File: config.mk
export PLATFORM = sky130hd
export DESIGN_NAME = sad_trigger_ctrl
export DESIGN_NICKNAME = d
export VERILOG_FILES = /design/src/rtl/sad_trigger_pkg.sv /design/src/rtl/sad_sat_counter.sv /design/src/rtl/sad_trigger_ctrl.sv
export SDC_FILE = /design/constraint.sdc
export NUM_CORES = 1
export LEC_CHECK = 0
export CORE_AREA = 5 5 156 83
export CTS_CLUSTER_DIAMETER = 80
export CTS_CLUSTER_SIZE = 40
export DETAILED_ROUTE_END_ITERATION = 8
export DIE_AREA = 0 0 161 88
export PLACE_DENSITY = 0.74
export SYNTH_ARGS = -nofsm -noshare
export SYNTH_HDL_FRONTEND = slang
export SYNTH_SLANG_ARGS = --single-unit
File: constraint.sdc
create_clock -name clk_adc -period 3.1 [get_ports clk_adc]
set_clock_uncertainty 0.15 [all_clocks]
set_input_delay 0.31 -clock clk_adc [delete_from_list [all_inputs] [get_ports clk_adc]]
set_output_delay 0.31 -clock clk_adc [all_outputs]
set_load 0.01 [all_outputs]
File: src/rtl/sad_trigger_pkg.sv
// Shared types and constants for the SAD trigger controller.
package sad_trigger_pkg;

  localparam int SCORE_WIDTH_DEF   = 32;
  localparam int HOLDOFF_WIDTH_DEF = 16;
  localparam int COUNT_WIDTH_DEF   = 8;

  localparam logic [SCORE_WIDTH_DEF-1:0] SCORE_NONE = '1;

  typedef enum logic [2:0] {
    IDLE,
    ARMED,
    FIRE,
    HOLDOFF,
    DONE
  } trig_state_e;

  // A programmed width of zero still produces a one-cycle pulse.
  function automatic logic [3:0] effective_width(input logic [3:0] w);
    return (w == 4'd0) ? 4'd1 : w;
  endfunction

endpackage

File: src/rtl/sad_sat_counter.sv
// Saturating up-counter; clear takes priority over increment.
module sad_sat_counter #(
  parameter int pWIDTH = 8
) (
  input  logic              clk_adc,
  input  logic              reset,
  input  logic              inc,
  input  logic              clear,
  output logic [pWIDTH-1:0] count
);

  always_ff @(posedge clk_adc) begin
    if (reset || clear) begin
      count <= '0;
    end else if (inc && (count != {pWIDTH{1'b1}})) begin
      count <= count + 1'b1;
    end
  end

endmodule

File: src/rtl/sad_trigger_ctrl.sv
// Qualifies raw SAD match strobes into capture triggers with arming,
// pulse width, holdoff and status tracking.
module sad_trigger_ctrl
  import sad_trigger_pkg::*;
#(
  parameter int pSCORE_WIDTH   = SCORE_WIDTH_DEF,
  parameter int pHOLDOFF_WIDTH = HOLDOFF_WIDTH_DEF,
  parameter int pCOUNT_WIDTH   = COUNT_WIDTH_DEF
) (
  input  logic                      clk_adc,
  input  logic                      reset,
  input  logic                      armed_and_ready,
  input  logic                      sad_match,
  input  logic [pSCORE_WIDTH-1:0]   sad_score,
  input  logic                      multiple_triggers,
  input  logic [3:0]                trig_width,
  input  logic [pHOLDOFF_WIDTH-1:0] holdoff_cycles,
  input  logic                      status_clear,
  output logic                      trigger,
  output logic                      triggered,
  output logic [pCOUNT_WIDTH-1:0]   num_triggers,
  output logic [pCOUNT_WIDTH-1:0]   num_missed,
  output logic [pSCORE_WIDTH-1:0]   min_score,
  output logic                      busy
);

  trig_state_e               state, next_state;
  logic [3:0]                pulse_cnt;
  logic [pHOLDOFF_WIDTH-1:0] hold_cnt;
  logic [pHOLDOFF_WIDTH-1:0] hold_len;
  logic                      accept;
  logic                      miss;
  logic                      pulse_done;
  logic                      hold_done;

  assign accept     = (state == ARMED) && armed_and_ready && sad_match;
  assign miss       = sad_match && ((state == FIRE) || (state == HOLDOFF) || (state == DONE));
  assign pulse_done = (pulse_cnt == 4'd0);
  assign hold_done  = (hold_cnt == '0);

  always_ff @(posedge clk_adc) begin
    if (reset) begin
      state <= IDLE;
    end else begin
      state <= next_state;
    end
  end

  always_comb begin
    next_state = state;
    if (!armed_and_ready) begin
      next_state = IDLE;
    end else begin
      case (state)
        IDLE:    next_state = ARMED;
        ARMED:   if (sad_match) next_state = FIRE;
        FIRE: begin
          if (pulse_done) begin
            if (hold_len != '0)         next_state = HOLDOFF;
            else if (multiple_triggers) next_state = ARMED;
            else                        next_state = DONE;
          end
        end
        HOLDOFF: if (hold_done) next_state = multiple_triggers ? ARMED : DONE;
        DONE:    next_state = DONE;
        default: next_state = IDLE;
      endcase
    end
  end

  always_comb begin
    trigger = (state == FIRE);
    busy    = (state == FIRE) || (state == HOLDOFF);
  end

  // Width and holdoff are captured at acceptance so mid-pulse edits only affect the next trigger.
  always_ff @(posedge clk_adc) begin
    if (reset) begin
      pulse_cnt <= 4'd0;
      hold_cnt  <= '0;
      hold_len  <= '0;
    end else begin
      if (accept) begin
        pulse_cnt <= effective_width(trig_width) - 4'd1;
        hold_len  <= holdoff_cycles;
      end else if ((state == FIRE) && !pulse_done) begin
        pulse_cnt <= pulse_cnt - 4'd1;
      end
      if ((state == FIRE) && pulse_done) begin
        hold_cnt <= hold_len - 1'b1;
      end else if ((state == HOLDOFF) && !hold_done) begin
        hold_cnt <= hold_cnt - 1'b1;
      end
    end
  end

  always_ff @(posedge clk_adc) begin
    if (reset || status_clear) begin
      triggered <= 1'b0;
      min_score <= '1;
    end else if (accept) begin
      triggered <= 1'b1;
      if (sad_score < min_score) begin
        min_score <= sad_score;
      end
    end
  end

  sad_sat_counter #(.pWIDTH(pCOUNT_WIDTH)) u_trig_count (
    .clk_adc (clk_adc),
    .reset   (reset),
    .inc     (accept),
    .clear   (status_clear),
    .count   (num_triggers)
  );

  sad_sat_counter #(.pWIDTH(pCOUNT_WIDTH)) u_miss_count (
    .clk_adc (clk_adc),
    .reset   (reset),
    .inc     (miss),
    .clear   (status_clear),
    .count   (num_missed)
  );

endmodule

# After elaboration in Yosys (flattened, before gate mapping)
# Cells that the tools add are included.
[op_classes]
bitwise_logic = 1
multipliers = 0
n_mux = 11
n_reduce_logical = 23
n_shift = 0
n_lt_le_gt_ge = 1
div = 0
n_addsub = 6
eq_ne = 9
[op_table]
columns = ["cell", "n"]
rows = [
  ["$lt 32x32->1", 1],
  ["$mux 16", 2],
  ["$sub 16x1->16 const B", 2],
  ["$add 8x1->8 const B", 2],
  ["$logic_not 16->1", 1],
  ["$ne 8x8->1 const B", 2],
  ["$reduce_bool 16->1", 1],
  ["$mux 3", 5],
  ["$pmux 3 s5", 1],
  ["$mux 4", 3],
  ["$logic_and 1x1->1", 8],
  ["$logic_not 4->1", 2],
  ["$sub 4x1->4 const B", 2],
  ["$eq 3x2->1 const B", 2],
  ["$ne 2x2->1 const B", 2],
  ["$reduce_bool 2->1", 2],
  ["$eq 3x1->1 const B", 1],
  ["$eq 3x3->1 const B", 1],
  ["$logic_not 3->1", 1],
  ["$logic_or 1x1->1", 3],
  ["$reduce_and 3->1", 1],
  ["$logic_not 1->1", 2],
  ["$ne 2x1->1 const B", 1],
  ["$reduce_and 2->1", 1],
  ["2 further kinds", 2],
]
[word_totals]
mem_bits_ro = 0
ramBits = 0
n_memories = 0
latchBits = 0
reg_bits = 88
elab_cells = 59

# Depth between registers and ports, before layout
# Gate-level depths: netlist of the first run.
[depth]
ltp_word = 5
mapped_depth = 12
depth_no_buf = 10

# Modules after synthesis
# From an unflattened synthesis of the first run, not the netlist that was laid out.
[hier_totals]
hier_cells = 637
hier_area_um2 = 5113.7
[by_module_without_submodules]
columns = ["module", "instances", "area_each_um2", "seq_area_each_um2", "cells_per_inst"]
rows = [
  ["sad_trigger_ctrl", 1, 4270.3, 1441.4, 541],
  ["sad_sat_counter", 2, 421.7, 160.2, 48],
]

# Worst setup path before layout of the first run
# OpenSTA, ideal clock, no wires.
[synth_path]
path_type = "reg-to-reg"
from = "reg state[2]"
to = "reg hold_cnt[14]"
setup_time_ps = 86
setup_slack_ps = 94
stages_incl_launch_ff = 12
path_buffers = 2
arrival_ps = 2770
path_cell_list = "dfxtp_1 -> clkbuf_1 -> nor3b_2 -> nand2_2 -> clkbuf_8 -> mux2i_1 -> ha_1 -> nand3_1 -> or4_1 -> a221oi_1 -> xnor2_1 -> a211oi_1"
[synth_between]
elab_chain_cells = 3
elab_cells_between_ends = 6
[synth_rtl]
columns = ["item", "line", "rtl"]
rows = [
  ["from (decl)", "sad_trigger_ctrl.sv:27", "trig_state_e state, next_state;"],
  ["from (signal assigned)", "sad_trigger_ctrl.sv:45", "state <= next_state;"],
  ["$eq 3x2->1 (*)", "-", ""],
  ["net trigger", "sad_trigger_ctrl.sv:19", "output logic trigger,"],
  ["$logic_and 1x1->1 (*)", "sad_trigger_ctrl.sv:89", "if ((state == FIRE) && pulse_done) begin"],
  ["$mux 16 or $reduce_bool 2->1 (tied branches)", "-", ""],
  ["to (signal assigned)", "sad_trigger_ctrl.sv:90", "hold_cnt <= hold_len - 1'b1;"],
  ["to (signal assigned)", "sad_trigger_ctrl.sv:92", "hold_cnt <= hold_cnt - 1'b1;"],
  ["to (decl)", "sad_trigger_ctrl.sv:29", "logic [pHOLDOFF_WIDTH-1:0] hold_cnt;"],
]
# Mark *: on every way through the listed nets, which the timed path passes. The rest lies on a longest branch.
# A chain may end at the register's enable or synchronous reset.

# Worst setup path after layout of the first run
[layout_path]
from = "reg pulse_cnt[0]"
to = "reg hold_cnt[14]"
[layout_between]
elab_chain_cells = 3
elab_cells_between_ends = 4
[layout_rtl]
columns = ["item", "line", "rtl"]
rows = [
  ["from (decl)", "sad_trigger_ctrl.sv:28", "logic [3:0] pulse_cnt;"],
  ["from (signal assigned)", "sad_trigger_ctrl.sv:84", "pulse_cnt <= effective_width(trig_width) - 4'd1;"],
  ["from (signal assigned)", "sad_trigger_ctrl.sv:87", "pulse_cnt <= pulse_cnt - 4'd1;"],
  ["$logic_not 4->1 (*)", "sad_trigger_ctrl.sv:38", "assign pulse_done = (pulse_cnt == 4'd0);"],
  ["$logic_and 1x1->1 (*)", "sad_trigger_ctrl.sv:89", ""],
  ["$mux 16 or $reduce_bool 2->1 (tied branches)", "-", ""],
]
# Every way passes the cells marked *; elsewhere a longest branch is shown, timed or not.

==> flow_metrics.tcl, run 1 <==
set metrics [dict create \
    status "complete, no violations" \
    path_class "reg -> reg" \
    cap_viol_max_count 0 \
    diodes 0 \
    final.min_clock_period_ns 2.94 \
    grt_overflow 0 \
    holdBufCountCts 0 \
    grt_max_degree 35 \
    tns_ns 0 \
    syn_nets 734 \
    synth_edf_count 0 \
    core_sq_um 11500 \
    slew_headroom_pct 53.4 \
    cts_resized 0 \
    clk_pin_slew_ns 0.07 \
    dpl.cell_count 886 \
    async_flop_share_pct 0 \
    fin_cells 902 \
    synth_warnings 0 \
    setup_viol 0 \
    min_path_type "reg -> reg" \
    io_buffer_count 108 \
    hpwl_mm 11.0 \
    power_mw 2.71 \
    place_ws_ns -0.0207 \
    die-width_microns 161 \
    grt_first_pass_wirelength_mm 23.2 \
    crit_required_ns 3.21 \
    track_usage_pct 20.0 \
    drt-total-wl_mm 14.2 \
    dieArea_sq_um 14200 \
    fin_util_pct 57.9 \
    top_layer_used "met4" \
    fp-row-count 28 \
    routed-wl-met3_microns 855 \
    max_freq_mhz 340 \
    post_cts_buffers 0 \
    num_io_pins 109 \
    synth_ff_type "dfxtp_1" \
    finalWorstSetupSlack_ns 0.161 \
    cts.sinks 88 \
    cts_tree "built" \
    hold_violations 0 \
    via_per_inst 5.34 \
    netlist_area_sq_um 5050 \
    num_vias 4815 \
    htreeDepth 3 \
    antenna_found_initial 0 \
    ys_ff_latch 88 \
    syn_area_per_cell_sq_um 7.88 \
    gp_congestion 0.856 \
    cp-end-kind "flip-flop" \
    mostFrequentLayoutCells "nand2_1 (120), clkdlybuf4s50_1 (108), dfxtp_1 (88), nor2_1 (55), o21ai_0 (47)" \
    synth-seq-area-share_pct 34.9 \
    tightestPinTransition_ns 0.689 \
    grt_pass1_vias 4553 \
    clockBufferDepth 2 \
    slew_violations 0 \
    cts_made_buffers 9 \
    vdd_drop_max_uv 274 \
    drc 0 \
    die_h_microns 88 \
    crit_arrival_ns 3.05 \
    syn_inst 641 \
    drtIter0Drc 284 \
    drive_gt1_share_pct 7.58 \
    rsz0062_at_grt "false" \
    wl_met1_mm 7.44 \
    clock_latency_ns 0.34 \
    nets 840 \
    wl_per_cell_microns 15.7 \
    cts_root_buf "clkbuf_16" \
    area_growth_pct 31.6 \
    critPathMaxFanout 5 \
    first_pass_iters 5 \
    leakagePower_nw 2.80 \
    power_density_nw_per_um2 408 \
    initial_core_util_pct 44.0 \
    antenna_left 0 \
    layout_commonest_cell "nand2_1" \
    synth_cell_types 55 \
    min_period_over_period_pct 94.8 \
    wl_met2_mm 5.80 \
    cp-start-kind "flip-flop" \
]
stage by stage:
stage          area [sq um]  hold slack (ns)
2_1_floorplan          5050            0.290
3_5_place_dp           6340            0.318
4_1_cts                6650            0.328
3_3_place_gp           6340            0.304
6_report               6650            0.322
5_1_grt                6650            0.356
sequential cells by signal, indices dropped and copies added (netlist names):
| signal | cells |
|---|---|
| u_trig_count.count | 8 |
| hold_len | 16 |
| min_score | 32 |
| u_miss_count.count | 8 |
| pulse_cnt | 4 |
| triggered | 1 |
| state | 3 |
| hold_cnt | 16 |
layer usage:
metal	vias up	GRT usage [%]
met5	-	0
met4	0	3.56
met3	10	4.65
met2	138	29.4
met1	2247	30.2
li1	2420	-
worst paths after layout:
path | from | end | slack (ns) | depth (start not counted)
hold / removal | min_score[4]$_SDFFE_PP1P_ | min_score[4]$_SDFFE_PP1P_ | 0.32 | 2
setup reg to reg | pulse_cnt[0]$_SDFFE_PP0P_ | hold_cnt[14]$_SDFFE_PP0P_ | 0.16 | 10
hold reg to reg | min_score[4]$_SDFFE_PP1P_ | min_score[4]$_SDFFE_PP1P_ | 0.32 | 2
setup / recovery | pulse_cnt[0]$_SDFFE_PP0P_ | hold_cnt[14]$_SDFFE_PP0P_ | 0.16 | 10
cell type report:
class                   count  area, sq um
clock buffers              10          239
clock inverters             6         72.6
fillers                  1029         4840
inverters                  37          139
multi-input cells         485         3020
flip-flops and latches     88         1760
well taps                 150          188
repair buffers            126         1230
critical path: stages, from the launching register on:
cell and delay (ns):
dfxtp_1 0.34, nor4_1 0.34, buf_4 0.21, nand2_2 0.07, mux2i_1 0.19, ha_1 0.29
nand3_1 0.15, or4_1 0.44, a221oi_1 0.32, xnor2_1 0.12, a211oi_1 0.22
report_power, final:
| part | total, mW | internal [mW] | switching [mW] | leakage, nW |
|---|---|---|---|---|
| registers | 1.18 | 1.15 | 0.0245 | 0.712 |
| logic | 0.402 | 0.198 | 0.204 | 1.94 |
| clock network | 1.13 | 0.657 | 0.478 | 0.150 |
| total | 2.71 | 2.01 | 0.706 | 2.80 |
kinds of logic after synthesis:
group,count (synthesis),share of synthesized area (%)
adder cells (fa/ha/maj),35,8.67
AO/OA/AOI/OAI,153,19.7
XOR/XNOR,38,6.59
multiplexers,5,0.990
flip-flops,88,34.9
buffers and inverters,68,5.82
AND/OR/NAND/NOR,254,23.3
synthesized netlist by cell type (10+ instances only):
cell / count / area (sq um)
dfxtp_1: 88 / 1760
nand3_1: 10 / 50.1
nor2_1: 56 / 210
a21oi_1: 34 / 170
o21a_1: 32 / 240
nor3_1: 16 / 80.1
inv_1: 37 / 139
o21ai_0: 47 / 235
xor2_1: 22 / 193
xnor2_1: 16 / 140
nand2_1: 120 / 450
ha_1: 35 / 438
clkbuf_1: 25 / 93.8
a211oi_1: 16 / 120
Note: power is estimated with default switching activity, not from simulation.
==> run 2: changes to the inputs <==
CTS_BUF_LIST = sky130_fd_sc_hd__clkbuf_8   (was default)
==> flow_metrics.tcl, run 2 (synthesized netlist as in run 1, its figures left out) <==
set metrics [dict create \
    status "complete, no violations" \
    core_sq_um 11500 \
    io_buffer_count 108 \
    cp-end-kind "flip-flop" \
    gp_congestion 0.856 \
    post_cts_buffers 0 \
    power_density_nw_per_um2 371 \
    initial_core_util_pct 44.0 \
    first_pass_iters 4 \
    mostFrequentLayoutCells "nand2_1 (120), clkdlybuf4s50_1 (108), dfxtp_1 (88), nor2_1 (55), o21ai_0 (47)" \
    crit_family "simple AND/OR/NAND/NOR gates" \
    via_per_inst 5.30 \
    grt_pass1_vias 4532 \
    grt_max_degree 35 \
    area_growth_pct 29.6 \
    crit_arrival_ns 3.08 \
    diodes 0 \
    slew_headroom_pct 53.4 \
    grt-busiest-layer "met1" \
    power_mw 2.43 \
    cp-start-kind "flip-flop" \
    wl_per_cell_microns 15.7 \
    dieArea_sq_um 14200 \
    clock_latency_ns 0.37 \
    cts_resized 0 \
    min_path_type "reg -> reg" \
    slew_violations 0 \
    hold_violations 0 \
    reg_top3 "min_score (32), hold_cnt (16), hold_len (16)" \
    dpl.cell_count 886 \
    tns_ns 0 \
    drt-total-wl_mm 14.2 \
    antenna_left 0 \
    fin_util_pct 57.0 \
    grt_overflow 0 \
    num_io_pins 109 \
    clockBufferDepth 2 \
    drc 0 \
    cts.sinks 88 \
    num_vias 4785 \
    drtIter0Drc 271 \
    critPathMaxFanout 5 \
    die-width_microns 161 \
    leakagePower_nw 2.76 \
    clk_pin_slew_ns 0.10 \
    path_class "reg -> reg" \
    grt.met2_usage_pct 29.1 \
    grt_first_pass_wirelength_mm 23.0 \
    cts_tree "built" \
    drive_gt1_share_pct 7.58 \
    fp-row-count 28 \
    cts_made_buffers 9 \
    placed_cell_area_sq_um 6340 \
    rsz0062_at_grt "false" \
    n_fill_cell 1039 \
    met1_usage_pct 30.0 \
    r2r_slack_ns 0.16 \
    grt_use_met3_pct 4.94 \
    max_freq_mhz 340 \
    tightestPinTransition_ns 0.690 \
    cap_viol_max_count 0 \
    multi_input_area_sq_um 3020 \
    vdd_drop_max_uv 200 \
    antenna_found_initial 0 \
    path_cells "nor4_1 -> buf_4 -> nand2_2 -> mux2i_1 -> ha_1 -> nand3_1 -> or4_1 -> a221oi_1 -> xnor2_1 -> a211oi_1" \
    min_period_over_period_pct 94.8 \
    nets 840 \
    final.min_clock_period_ns 2.94 \
    fin_area_sq_um 6550 \
    slowest_stage "or4_1" \
    largest_register_ffs 32 \
    crit_buf_inv 1 \
    die_h_microns 88 \
    top_register "min_score" \
    cts_root_buf "clkbuf_8" \
    holdBufCountCts 0 \
    layout_commonest_cell "nand2_1" \
    fin_cells 902 \
    register_area_sq_um 1760 \
    track_usage_pct 20.0 \
    htreeDepth 3 \
    setup_viol 0 \
    max_stage_delay_ns 0.44 \
    hpwl_mm 11.0 \
    crit_required_ns 3.24 \
]
run 2: layout make-up:
cell class / count / share of cell area (%)
Timing Repair Buffer: 126 / 18.8
Inverter: 37 / 2.12
Clock buffer: 10 / 2.10
Multi-Input combinational cell: 485 / 46.1
Sequential cell: 88 / 26.9
Tap cell: 150 / 2.87
Clock inverter: 6 / 1.11
run 2: metrics by stage:
step                      setup WS (ns)  hold slack, ns
after floorplan                  0.0945           0.290
after global placement           0.0535           0.304
after detailed placement        -0.0207           0.318
after CTS                         0.196           0.312
after global routing             0.0113           0.332
final                             0.160           0.325
run 2: routing by layer:
| metal | vias up | routed length (microns) |
|---|---|---|
| met5 | - | 0 |
| met4 | 0 | 71 |
| met3 | 10 | 817 |
| met2 | 125 | 5790 |
| met1 | 2238 | 7470 |
| li1 | 2412 | - |
run 2: worst register-to-register path, stage by stage (launching register included):
cell      delay, ns
dfxtp_1        0.35
nor4_1         0.34
buf_4          0.21
nand2_2        0.08
mux2i_1        0.19
ha_1           0.29
nand3_1        0.15
or4_1          0.44
a221oi_1       0.32
xnor2_1        0.12
a211oi_1       0.22
run 2: where the power goes:
group	internal (mW)	switching (mW)	leakage (nW)
logic	0.198	0.203	1.94
registers	1.15	0.0246	0.712
clock network	0.405	0.446	0.104
run 2: final timing paths:
kind | cells after the start | start | endpoint
worst max-delay path | 10 | pulse_cnt[0]$_SDFFE_PP0P_ | hold_cnt[14]$_SDFFE_PP0P_
worst min-delay path | 2 | min_score[4]$_SDFFE_PP1P_ | min_score[4]$_SDFFE_PP1P_
worst max register to register | 10 | pulse_cnt[0]$_SDFFE_PP0P_ | hold_cnt[14]$_SDFFE_PP0P_
worst min register to register | 2 | min_score[4]$_SDFFE_PP1P_ | min_score[4]$_SDFFE_PP1P_
